$ cat config.mk
export PLATFORM = sky130hd
export DESIGN_NAME = inc_share_ctrl
export DESIGN_NICKNAME = d
export VERILOG_FILES = /design/src/rtl/inc_share_ctrl.sv
export SDC_FILE = /design/constraint.sdc
export NUM_CORES = 1
export LEC_CHECK = 0
export ABC_AREA = 1
export ABC_CLOCK_PERIOD_IN_PS = 1800
export CAP_MARGIN = 20
export CORE_MARGIN = 5
export CORE_UTILIZATION = 36
export CTS_BUF_LIST = sky130_fd_sc_hd__clkbuf_16
export DETAILED_ROUTE_END_ITERATION = 10
export PLACE_DENSITY = 0.74
export SLEW_MARGIN = 20
export SYNTH_ARGS = -nofsm -noshare
export SYNTH_HDL_FRONTEND = slang
export SYNTH_SLANG_ARGS = --single-unit
$ cat constraint.sdc
create_clock -name clk -period 1.8 [get_ports clk]
set_clock_uncertainty 0.15 [all_clocks]
set_input_delay 0.36 -clock clk [delete_from_list [all_inputs] [get_ports clk]]
set_output_delay 0.36 -clock clk [all_outputs]
set_load 0.05 [all_outputs]
$ cat src/rtl/inc_share_ctrl.sv
// Round-robin sequencer that time-shares one external ripple incrementer among
// N_REQ requesters and returns each sum/carry on a tagged valid/ready channel.
//
// state    | meaning
// ---------+-----------------------------------------------------------
// IDLE     | waiting for a request; inc_a holds the last operand
// SETTLE   | operand driven, counting down the ripple settle time
// RESP     | result captured, holding response until rsp_ready
module inc_share_ctrl #(
   parameter int N_REQ  = 4,
   parameter int WIDTH  = 16,
   parameter int SETTLE = 2
) (
   input  logic                     clk,
   input  logic                     rst_n,
   input  logic [N_REQ-1:0]         req_valid,
   input  logic [N_REQ*WIDTH-1:0]   req_data,
   output logic [N_REQ-1:0]         req_ready,
   output logic [WIDTH-1:0]         inc_a,
   input  logic [WIDTH-1:0]         inc_s,
   input  logic                     inc_cout,
   output logic                     rsp_valid,
   input  logic                     rsp_ready,
   output logic [$clog2(N_REQ)-1:0] rsp_id,
   output logic [WIDTH-1:0]         rsp_data,
   output logic                     rsp_ovf,
   output logic                     busy
);

   localparam int ID_W  = $clog2(N_REQ);
   localparam int CNT_W = (SETTLE > 1) ? $clog2(SETTLE) : 1;

   localparam logic [1:0] ST_IDLE   = 2'd0;
   localparam logic [1:0] ST_SETTLE = 2'd1;
   localparam logic [1:0] ST_RESP   = 2'd2;

   logic [1:0]       state;
   logic [ID_W-1:0]  rr_ptr;
   logic [CNT_W-1:0] cnt;
   logic             grant_found;
   logic [ID_W-1:0]  grant_idx;
   logic [ID_W-1:0]  cand;

   // base and off are both below N_REQ, so one subtraction completes the wrap
   function automatic logic [ID_W-1:0] wrap_idx(input logic [ID_W-1:0] base, input int off);
      int s;
      s = int'(base) + off;
      if (s >= N_REQ) s = s - N_REQ;
      return s[ID_W-1:0];
   endfunction

   always_comb begin
      grant_found = 1'b0;
      grant_idx   = '0;
      cand        = '0;
      for (int k = 0; k < N_REQ; k++) begin
         cand = wrap_idx(rr_ptr, k);
         if (!grant_found && req_valid[cand]) begin
            grant_found = 1'b1;
            grant_idx   = cand;
         end
      end
   end

   // Strobe is gated by rst_n so it is quiet while reset is held
   always_comb begin
      req_ready = '0;
      if (rst_n && state == ST_IDLE && grant_found)
         req_ready[grant_idx] = 1'b1;
   end

   assign busy = (state != ST_IDLE);

   always_ff @(posedge clk or negedge rst_n) begin
      if (!rst_n) begin
         state     <= ST_IDLE;
         rr_ptr    <= '0;
         cnt       <= '0;
         inc_a     <= '0;
         rsp_valid <= 1'b0;
         rsp_id    <= '0;
         rsp_data  <= '0;
         rsp_ovf   <= 1'b0;
      end else begin
         case (state)
            ST_IDLE: begin
               if (grant_found) begin
                  inc_a  <= req_data[int'(grant_idx)*WIDTH +: WIDTH];
                  rsp_id <= grant_idx;
                  cnt    <= CNT_W'(SETTLE - 1);
                  rr_ptr <= wrap_idx(grant_idx, 1);
                  state  <= ST_SETTLE;
               end
            end
            ST_SETTLE: begin
               if (cnt != '0) begin
                  cnt <= cnt - CNT_W'(1);
               end else begin
                  rsp_data  <= inc_s;
                  rsp_ovf   <= inc_cout;
                  rsp_valid <= 1'b1;
                  state     <= ST_RESP;
               end
            end
            ST_RESP: begin
               if (rsp_ready) begin
                  rsp_valid <= 1'b0;
                  state     <= ST_IDLE;
               end
            end
            default: state <= ST_IDLE;
         endcase
      end
   end

endmodule
==> results of run 1 <==
stage by stage:
stage | setup slack [ns] | TNS [ns] | area (um^2) | util, %
floorplan | -0.5834 | -2.666 | 2582 | -
global placement | -0.7514 | -13.96 | 4046 | 59.56
detailed placement | -0.8248 | -14.81 | 4046 | 59.56
CTS | -0.7706 | -10.20 | 4343 | 63.92
global route | -0.9067 | -14.58 | 4422 | 65.08
finish | -0.7990 | -11.14 | 4422 | 65.08
final cells by class:
cell class | count | share of cell area, %
inverter | 15 | 1.330
clock buffer | 5 | 2.830
tap | 96 | 2.716
sequential | 41 | 23.23
timing repair buffer | 161 | 36.25
multi-input combinational | 286 | 33.11
clock inverter | 3 | 0.3679
timing repair inverter | 1 | 0.1698
routing by layer:
metal	global-route usage, %	part of all wire [%]
met1	24.17	39
met2	36.09	53
met3	4.344	7.0
met4	4.029	1.1
met5	0	0
registers in the layout, indices dropped and copies added (netlist names):
register / count
rsp_valid: 1
inc_a: 16
rsp_data: 16
state: 2
rr_ptr: 2
cnt: 1
rsp_id: 2
rsp_ovf: 1
critical path: cells and delay by family, from the launching register on:
family                 cells  cell delay, ns
DFF                        1            0.50
and+or+nand+nor            9            0.81
buffers and inverters      3            0.49
kinds of logic (layout without fill, tap and decap cells):
logic type             count (synthesis)  after routing  synth area share [%]
muxes                                 17             17                 7.627
buffers and inverters                 33            185                 6.431
and+or+nand+nor                      261            261                 43.42
DFF                                   41             41                 40.88
AOI/OAI and AO/OA                      8              8                 1.645
placed cells by master (no fill, tap or decap), types with 2 or more instances in the layout:
master	synthesis	layout
nor2_4	1	3
buf_4	5	57
inv_1	12	8
o21ai_2	0	2
nand2_1	207	187
nand2_2	2	18
buf_6	1	5
inv_2	2	6
nand3_4	3	3
nand3_2	0	4
nand2_4	0	4
dfrtp_1	41	40
nand3_1	41	37
o21ai_0	4	3
o21ai_1	3	2
clkinv_1	0	2
clkdlybuf4s50_1	0	86
nor2_1	4	2
mux2_2	17	17
nor3_4	0	2
buf_12	0	10
clkbuf_16	0	6
final timing paths:
| check | startpoint | depth (start not counted) | endpoint |
|---|---|---|---|
| worst min-delay path | rst_n | 2 | rsp_data[1] |
| max in group asynchronous | rst_n | 2 | rr_ptr[0] |
| worst min register to register | cnt | 2 | state[0] |
| worst max-delay path | rr_ptr[0] | 12 | req_ready[1] |
| worst max register to register | rr_ptr[0] | 18 | inc_a[0] |
| min in group clk | cnt | 2 | state[0] |
timing repair:
action / CTS / global route
pin swaps: 13 / 5
hold buffers: 0 / 0
buffers inserted: 6 / 3
gates resized for setup: 29 / 12
cloned: 2 / 1
endpoints found under the setup margin: 26 / 26
==> impl_metrics.csv, run 1 <==
group,metric,value,unit
status,status,"complete, but fails checks",
status,violations,"negative setup slack",
timing,relSlewSlack,64.96,%
final_layout,multi_input_area,0.001464,mm^2
global_route,grt_pass1_vias,2961,
synth,async_flop_share,100.0,%
critical_path,max_stage_delay,0.50,ns
floorplan,rows,30,
route,via_count,2853,
floorplan,die_area,0.008742,mm^2
floorplan,die_x,93.50,um
timing,drv_slew,0,
clocking,numClockSinks,41,
flow_run,max_cap_violations,0,
global_route,grt_max_degree,42,
synth,syn_area_per_cell,6.972,um^2
synth,syn_inst,360,
final_layout,drive_above_1_share,28.13,%
global_route,antenna_found_initial,0,
synth,synth_nets,448,
critical_path,critPathArrivalTime,2.09,ns
synth,ys_dominant_reg_cell,"dfrtp_1",
synth,yosysTopAreaCell,"dfrtp_1",
worst_hold_path,min_path_type,"in -> async",
floorplan,die_h,93.50,um
global_route,overflow,0,
route,wl_per_cell,14.37,um
timing,period_minus_slack,2.599,ns
final_layout,final_nets,599,
final_layout,seqCellArea,0.001027,mm^2
synth,synth.most_common_cell,"nand2_1",
critical_path,cp_cell_sequence,"clkinvlp_4 > nand2_1 > nand2_1 > nand2_1 > nand2_1 > nand2_2 > nand2_2 > nand2_2 > nand3_4 > buf_6 > nor3_4 > buf_12",
clocking,cts_buffers,5,
global_route,grt_usage,19.94,%
timing,worst_hold_slack,0.04579,ns
placed_design,hpwlAfterDp,6.362,mm
critical_path,cp.required,1.29,ns
synth,ys_ff_latch,41,
route,wirelength,8.737,mm
final_layout,syn_to_final_growth,76.17,%
clocking,cts_tree,"done",
synth,synth_seq_area_share,40.88,%
global_route,grt_pass1_wl,13.97,mm
timing,rsz0062_at_grt,"yes",
floorplan,top_level_ports,129,
final_layout,nFillCells,601,
synth,ys_types,21,
timing,setup_viol,26,
timing,max_clock_freq,0.3848,GHz
route,dr.pass1.iters,4,
synth,synth_area_leaders,"dfrtp_1, nand2_1, nand3_1, mux2_2, nand3_4",
placed_design,dp.cells,590,
route,drc_errors,0,
route,via_per_inst,4.692,
timing,hold_violations,0,
synth,syn_area,0.002510,mm^2
clocking,cts.path.max_buffers,2,
critical_path,path_max_fanout,5,
critical_path,crit_type,"reg -> out",
synth,netlist.area_leader.share,40.88,%
route,drt_iter0_markers,80,
timing,finalCritPeriodShare,144.4,%
clocking,root_buffer,"clkbuf_16",
timing,setup_ws,-0.7990,ns
placed_design,place_congestion,0.9221,
route,ant_nets,0,
critical_path,worst_setup_path_end_kind,"primary output",
clocking,clkLatencyLatePin,0.28,ns
final_layout,final_cell_count_no_fill,608,
synth,synth_edf_count,0,
synth,synth_common_cells,"nand2_1, dfrtp_1, nand3_1, mux2_2, inv_1",
placed_design,portBuffers,128,
critical_path,crit_slowest_cell,"dfrtp_2",
synth,yosys_warnings,0,
timing,worstMarginPinSlew,0.5256,ns
final_layout,antenna_cells,0,
critical_path,path_common_cell,"nand2_1",
clocking,clk_pin_slew_worst_paths,0.06,ns
critical_path,cp-start-kind,"flop",
critical_path,r2r_slack,-0.47,ns
floorplan,initial_utilization,36.94,%
clocking,h-tree-depth,2,
floorplan,coreArea,0.006794,mm^2
Power of run 1 is not shown: default switching activity piles up to over one toggle a cycle in this logic, so the estimate is an artifact.
==> run 2, diff against run 1 <==
Settings changed: CORE_MARGIN 5 to 1.
==> impl_metrics.csv, run 2 (synthesized netlist as in run 1, its figures left out) <==
group,metric,value,unit
status,status,"complete, but fails checks",
status,violations,"negative setup slack",
timing,max_clock_freq,0.3893,GHz
timing,setup_ws,-0.7689,ns
floorplan,coreArea,0.006756,mm^2
critical_path,max_stage_delay,0.49,ns
global_route,use_met1,26.32,%
critical_path,cp.buffers_inverters,4,
critical_path,cp-start-kind,"input pin",
timing,setup_viol,24,
final_layout,stdcell_area,0.004583,mm^2
floorplan,initial_utilization,37.15,%
clocking,cts_buffers,5,
final_layout,final_nets,609,
final_layout,antenna_cells,0,
critical_path,r2r_slack,-0.51,ns
global_route,overflow,0,
global_route,grt_usage,22.88,%
final_layout,drive_above_1_share,31.61,%
global_route,grt_pass1_vias,2906,
route,drt_iter0_markers,126,
global_route,use_met2,43.35,%
placed_design,portBuffers,128,
route,drc_errors,0,
timing,rsz0062_at_grt,"yes",
global_route,antenna_found_initial,0,
floorplan,die_x,85.50,um
placed_design,place_congestion,0.8859,
global_route,busiest_layer,"met2",
timing,drv_slew,0,
global_route,grt_pass1_wl,13.31,mm
floorplan,die_h,85.50,um
timing,hold_violations,0,
timing,worstMarginPinSlew,0.5448,ns
critical_path,cp_top_family,"simple AND/OR/NAND/NOR gates",
final_layout,final_common_cell,"nand2_1",
timing,relSlewSlack,63.68,%
route,wirelength,8.689,mm
placed_design,placed_area,0.003989,mm^2
critical_path,critPathArrivalTime,2.06,ns
final_layout,syn_to_final_growth,82.60,%
critical_path,cp_cell_sequence,"clkdlybuf4s50_1 > inv_2 > nand2_2 > nand3_2 > nand2_2 > nor2_4 > nand3_4 > nand2_4 > inv_2 > nand2_4 > nor3_4 > buf_12",
route,via_per_inst,4.846,
timing,period_minus_slack,2.569,ns
critical_path,path_max_fanout,4,
timing,finalCritPeriodShare,142.7,%
worst_hold_path,min_path_type,"in -> async",
final_layout,top_regs,"inc_a (16), rsp_data (16)",
flow_run,max_cap_violations,0,
floorplan,top_level_ports,129,
route,ant_nets,0,
placed_design,place_ws,-0.7933,ns
critical_path,crit_type,"in -> out",
global_route,grt_max_degree,42,
floorplan,die_area,0.007310,mm^2
placed_design,hpwlAfterDp,5.874,mm
critical_path,startpoint,"req_valid[1]",
critical_path,cp.required,1.29,ns
global_route,grtUsageMet3,3.754,%
clocking,cts_tree,"done",
clocking,root_buffer,"clkbuf_16",
route,dr.pass1.iters,4,
route,wl_per_cell,14.43,um
clocking,clkLatencyLatePin,0.28,ns
critical_path,reg2reg_from,"rr_ptr[0]",
clocking,h-tree-depth,2,
critical_path,worst_setup_path_end_kind,"primary output",
floorplan,rows,30,
critical_path,crit_slowest_cell,"clkdlybuf4s50_1",
clocking,cts.path.max_buffers,2,
route,via_count,2917,
clocking,numClockSinks,41,
final_layout,layout_common_cells,"nand2_1, clkdlybuf4s50_1, buf_4, dfrtp_1, nand3_1",
clocking,clk_pin_slew_worst_paths,0.06,ns
-- run 2: final cells by class --
class	count	area [um^2]
Fill cell	563	2173
Timing Repair Buffer	172	1722
Multi-Input combinational cell	286	1504
Sequential cell	41	1027
Clock buffer	5	125.1
Tap cell	80	100.1
Inverter	15	63.81
Clock inverter	3	41.29
-- run 2: repair_timing --
item | CTS | global route
buffers inserted | 7 | 9
gates cloned | 2 | 2
resized for setup | 26 | 42
endpoints found under the setup margin | 26 | 26
hold buffers | 0 | 0
pin swaps | 4 | 8
-- run 2: through the flow --
| step | TNS [ns] | hold WS (ns) | cells | util, % |
|---|---|---|---|---|
| 6_report | -11.11 | 0.05456 | 602 | 67.83 |
| 5_1_grt | -13.81 | 0.09387 | 602 | 67.83 |
| 4_1_cts | -9.165 | 0.08321 | 591 | 64.37 |
| 3_5_place_dp | -14.86 | 0.3237 | 574 | 59.04 |
| 3_3_place_gp | -13.50 | 0.3074 | 574 | 59.04 |
| 2_1_floorplan | -2.666 | -0.08559 | 360 | - |
-- run 2: layer usage --
metal  vias up  wire length [um]
met2       103              4470
li1       1452                 -
met4         0               216
met1      1345              3572
met3        17               430
met5         -                 0
-- run 2: final timing paths --
check                           cells past startpoint      endpoint
worst min register to register                      2      state[0]
min in group clk                                    2      state[0]
worst max register to register                     18      inc_a[6]
worst max-delay path                               12  req_ready[1]
worst min-delay path                                2     inc_a[12]
max in group asynchronous                           2     rr_ptr[0]
Power of run 2 is left out for the same reason.
==> run 3, diff against run 2 <==
Settings changed: ABC_CLOCK_PERIOD_IN_PS 1800 to 3270, CORE_UTILIZATION 36 to 43, HOLD_SLACK_MARGIN set to 0.06, PLACE_DENSITY 0.74 to 0.83, SLEW_MARGIN 20 to 25.
Clock period 1.8 ns to 3.27 ns, I/O delays scaled along.
==> impl_metrics.csv, run 3 (synthesized netlist as in run 1, its figures left out) <==
group,metric,value,unit
final_layout,final_nets,577,
global_route,antenna_found_initial,0,
critical_path,cp_top_family,"simple AND/OR/NAND/NOR gates",
timing,setup_ws,0.07446,ns
final_layout,final_util,73.74,%
global_route,grt_max_degree,42,
critical_path,r2r_cells,16,
clocking,cts_tree,"done",
critical_path,critPathArrivalTime,2.39,ns
critical_path,worst_setup_path_end_kind,"primary output",
route,wl_per_cell,13.44,um
critical_path,cp.buffers_inverters,4,
route,dr.pass1.iters,5,
placed_design,place_congestion,0.8556,
worst_hold_path,min_path_type,"reg -> reg",
timing,hold_violations,0,
floorplan,die_x,78.40,um
worst_hold_path,holdPathStages,2,
final_layout,nFillCells,440,
clocking,numClockSinks,41,
floorplan,coreArea,0.005574,mm^2
clocking,clkLatencyLatePin,0.28,ns
route,drt_iter0_markers,154,
flow_run,max_cap_violations,0,
placed_design,placed_area,0.003884,mm^2
floorplan,top_level_ports,129,
critical_path,cp.required,2.47,ns
timing,drv_slew,0,
clocking,h-tree-depth,2,
timing,relSlewSlack,50.80,%
final_layout,syn_to_final_growth,63.76,%
timing,fin_tns_setup,0,ns
final_layout,layout_common_cells,"nand2_1, clkdlybuf4s50_1, dfrtp_1, nand3_1, mux2_2",
clocking,cts.path.max_buffers,2,
final_layout,final_common_cell,"nand2_1",
placed_design,hpwlAfterDp,5.631,mm
timing,worstMarginPinSlew,0.7362,ns
floorplan,die_area,0.006147,mm^2
critical_path,crit_slowest_cell,"clkdlybuf4s50_1",
timing,max_clock_freq,0.3129,GHz
clocking,cts_buffers,5,
route,via_count,2802,
critical_path,cp-start-kind,"input pin",
global_route,grt_pass1_wl,12.18,mm
final_layout,drive_above_1_share,13.67,%
timing,setup_viol,0,
status,status,"completed",
route,via_per_inst,4.986,
final_layout,multi_input_area,0.001388,mm^2
route,drc_errors,0,
final_layout,antenna_cells,0,
route,ant_nets,0,
floorplan,die_h,78.40,um
final_layout,seqCellArea,0.001026,mm^2
timing,finalCritPeriodShare,97.72,%
clocking,clk_pin_slew_worst_paths,0.06,ns
critical_path,path_max_fanout,5,
critical_path,crit_cells,11,
placed_design,portBuffers,128,
critical_path,crit_type,"in -> out",
floorplan,initial_utilization,45.03,%
clocking,root_buffer,"clkbuf_16",
global_route,grt_pass1_vias,2740,
global_route,grt_usage,25.09,%
global_route,overflow,0,
critical_path,max_stage_delay,0.43,ns
placed_design,place_ws,0.03823,ns
timing,period_minus_slack,3.196,ns
final_layout,stdcell_area,0.004110,mm^2
critical_path,cp_cell_sequence,"clkdlybuf4s50_1 > inv_1 > nand2_1 > nand3_2 > nand2_2 > nor2_4 > nand4_1 > nand3_4 > inv_4 > nor3_4 > buf_12",
route,wirelength,7.552,mm
floorplan,rows,27,
final_layout,top_regs,"inc_a (16), rsp_data (16)",
-- run 3: path summary, 6_finish.rpt --
| check | start | to | slack, ns |
|---|---|---|---|
| setup / recovery | req_valid[3] | req_ready[2] | 0.07 |
| hold / removal | inc_a[9] | inc_a[9] | 0.33 |
| setup reg to reg | rr_ptr[0] | inc_a[13] | 0.67 |
| hold reg to reg | inc_a[9] | inc_a[9] | 0.33 |
| max in group asynchronous | rst_n | rsp_valid | 2.27 |
| min in group asynchronous | rst_n | rsp_data[13] | 0.34 |
-- run 3: final cells by class --
cell class | instances | area share, %
clock buffer | 5 | 3.044
sequential | 41 | 24.96
timing repair buffer | 140 | 34.22
clock inverter | 3 | 0.3957
multi-input combinational | 286 | 33.76
tap | 72 | 2.192
inverter | 15 | 1.431
-- run 3: tightest hold or removal path, delay by kind of cell, from the launching register on --
kind,cells,cell delay (ns)
flip-flops,1,0.34
AND/OR/NAND/NOR,2,0.10
-- run 3: per-stage QoR --
stage / instances / hold WS [ns]
2_1_floorplan: 360 / 0.2084
3_3_place_gp: 550 / 0.3070
3_5_place_dp: 550 / 0.3147
4_1_cts: 558 / 0.3275
5_1_grt: 562 / 0.3400
6_report: 562 / 0.3290
-- run 3: layer usage --
| layer | track usage (%) | wire length [um] | vias to the layer above | part of all wire [%] |
|---|---|---|---|---|
| li1 | - | - | 1389 | - |
| met1 | 27.67 | 2820 | 1306 | 37 |
| met2 | 48.25 | 4238 | 99 | 56 |
| met3 | 4.651 | 396 | 8 | 5.2 |
| met4 | 7.407 | 96 | 0 | 1.3 |
| met5 | 0 | 0 | - | 0 |
-- run 3: repair_timing --
action                     CTS  global route
resized for setup            0            19
setup endpoints to repair    0             4
hold buffers                 0             0
buffers inserted             0             4
Power of run 3 is left out for the same reason.
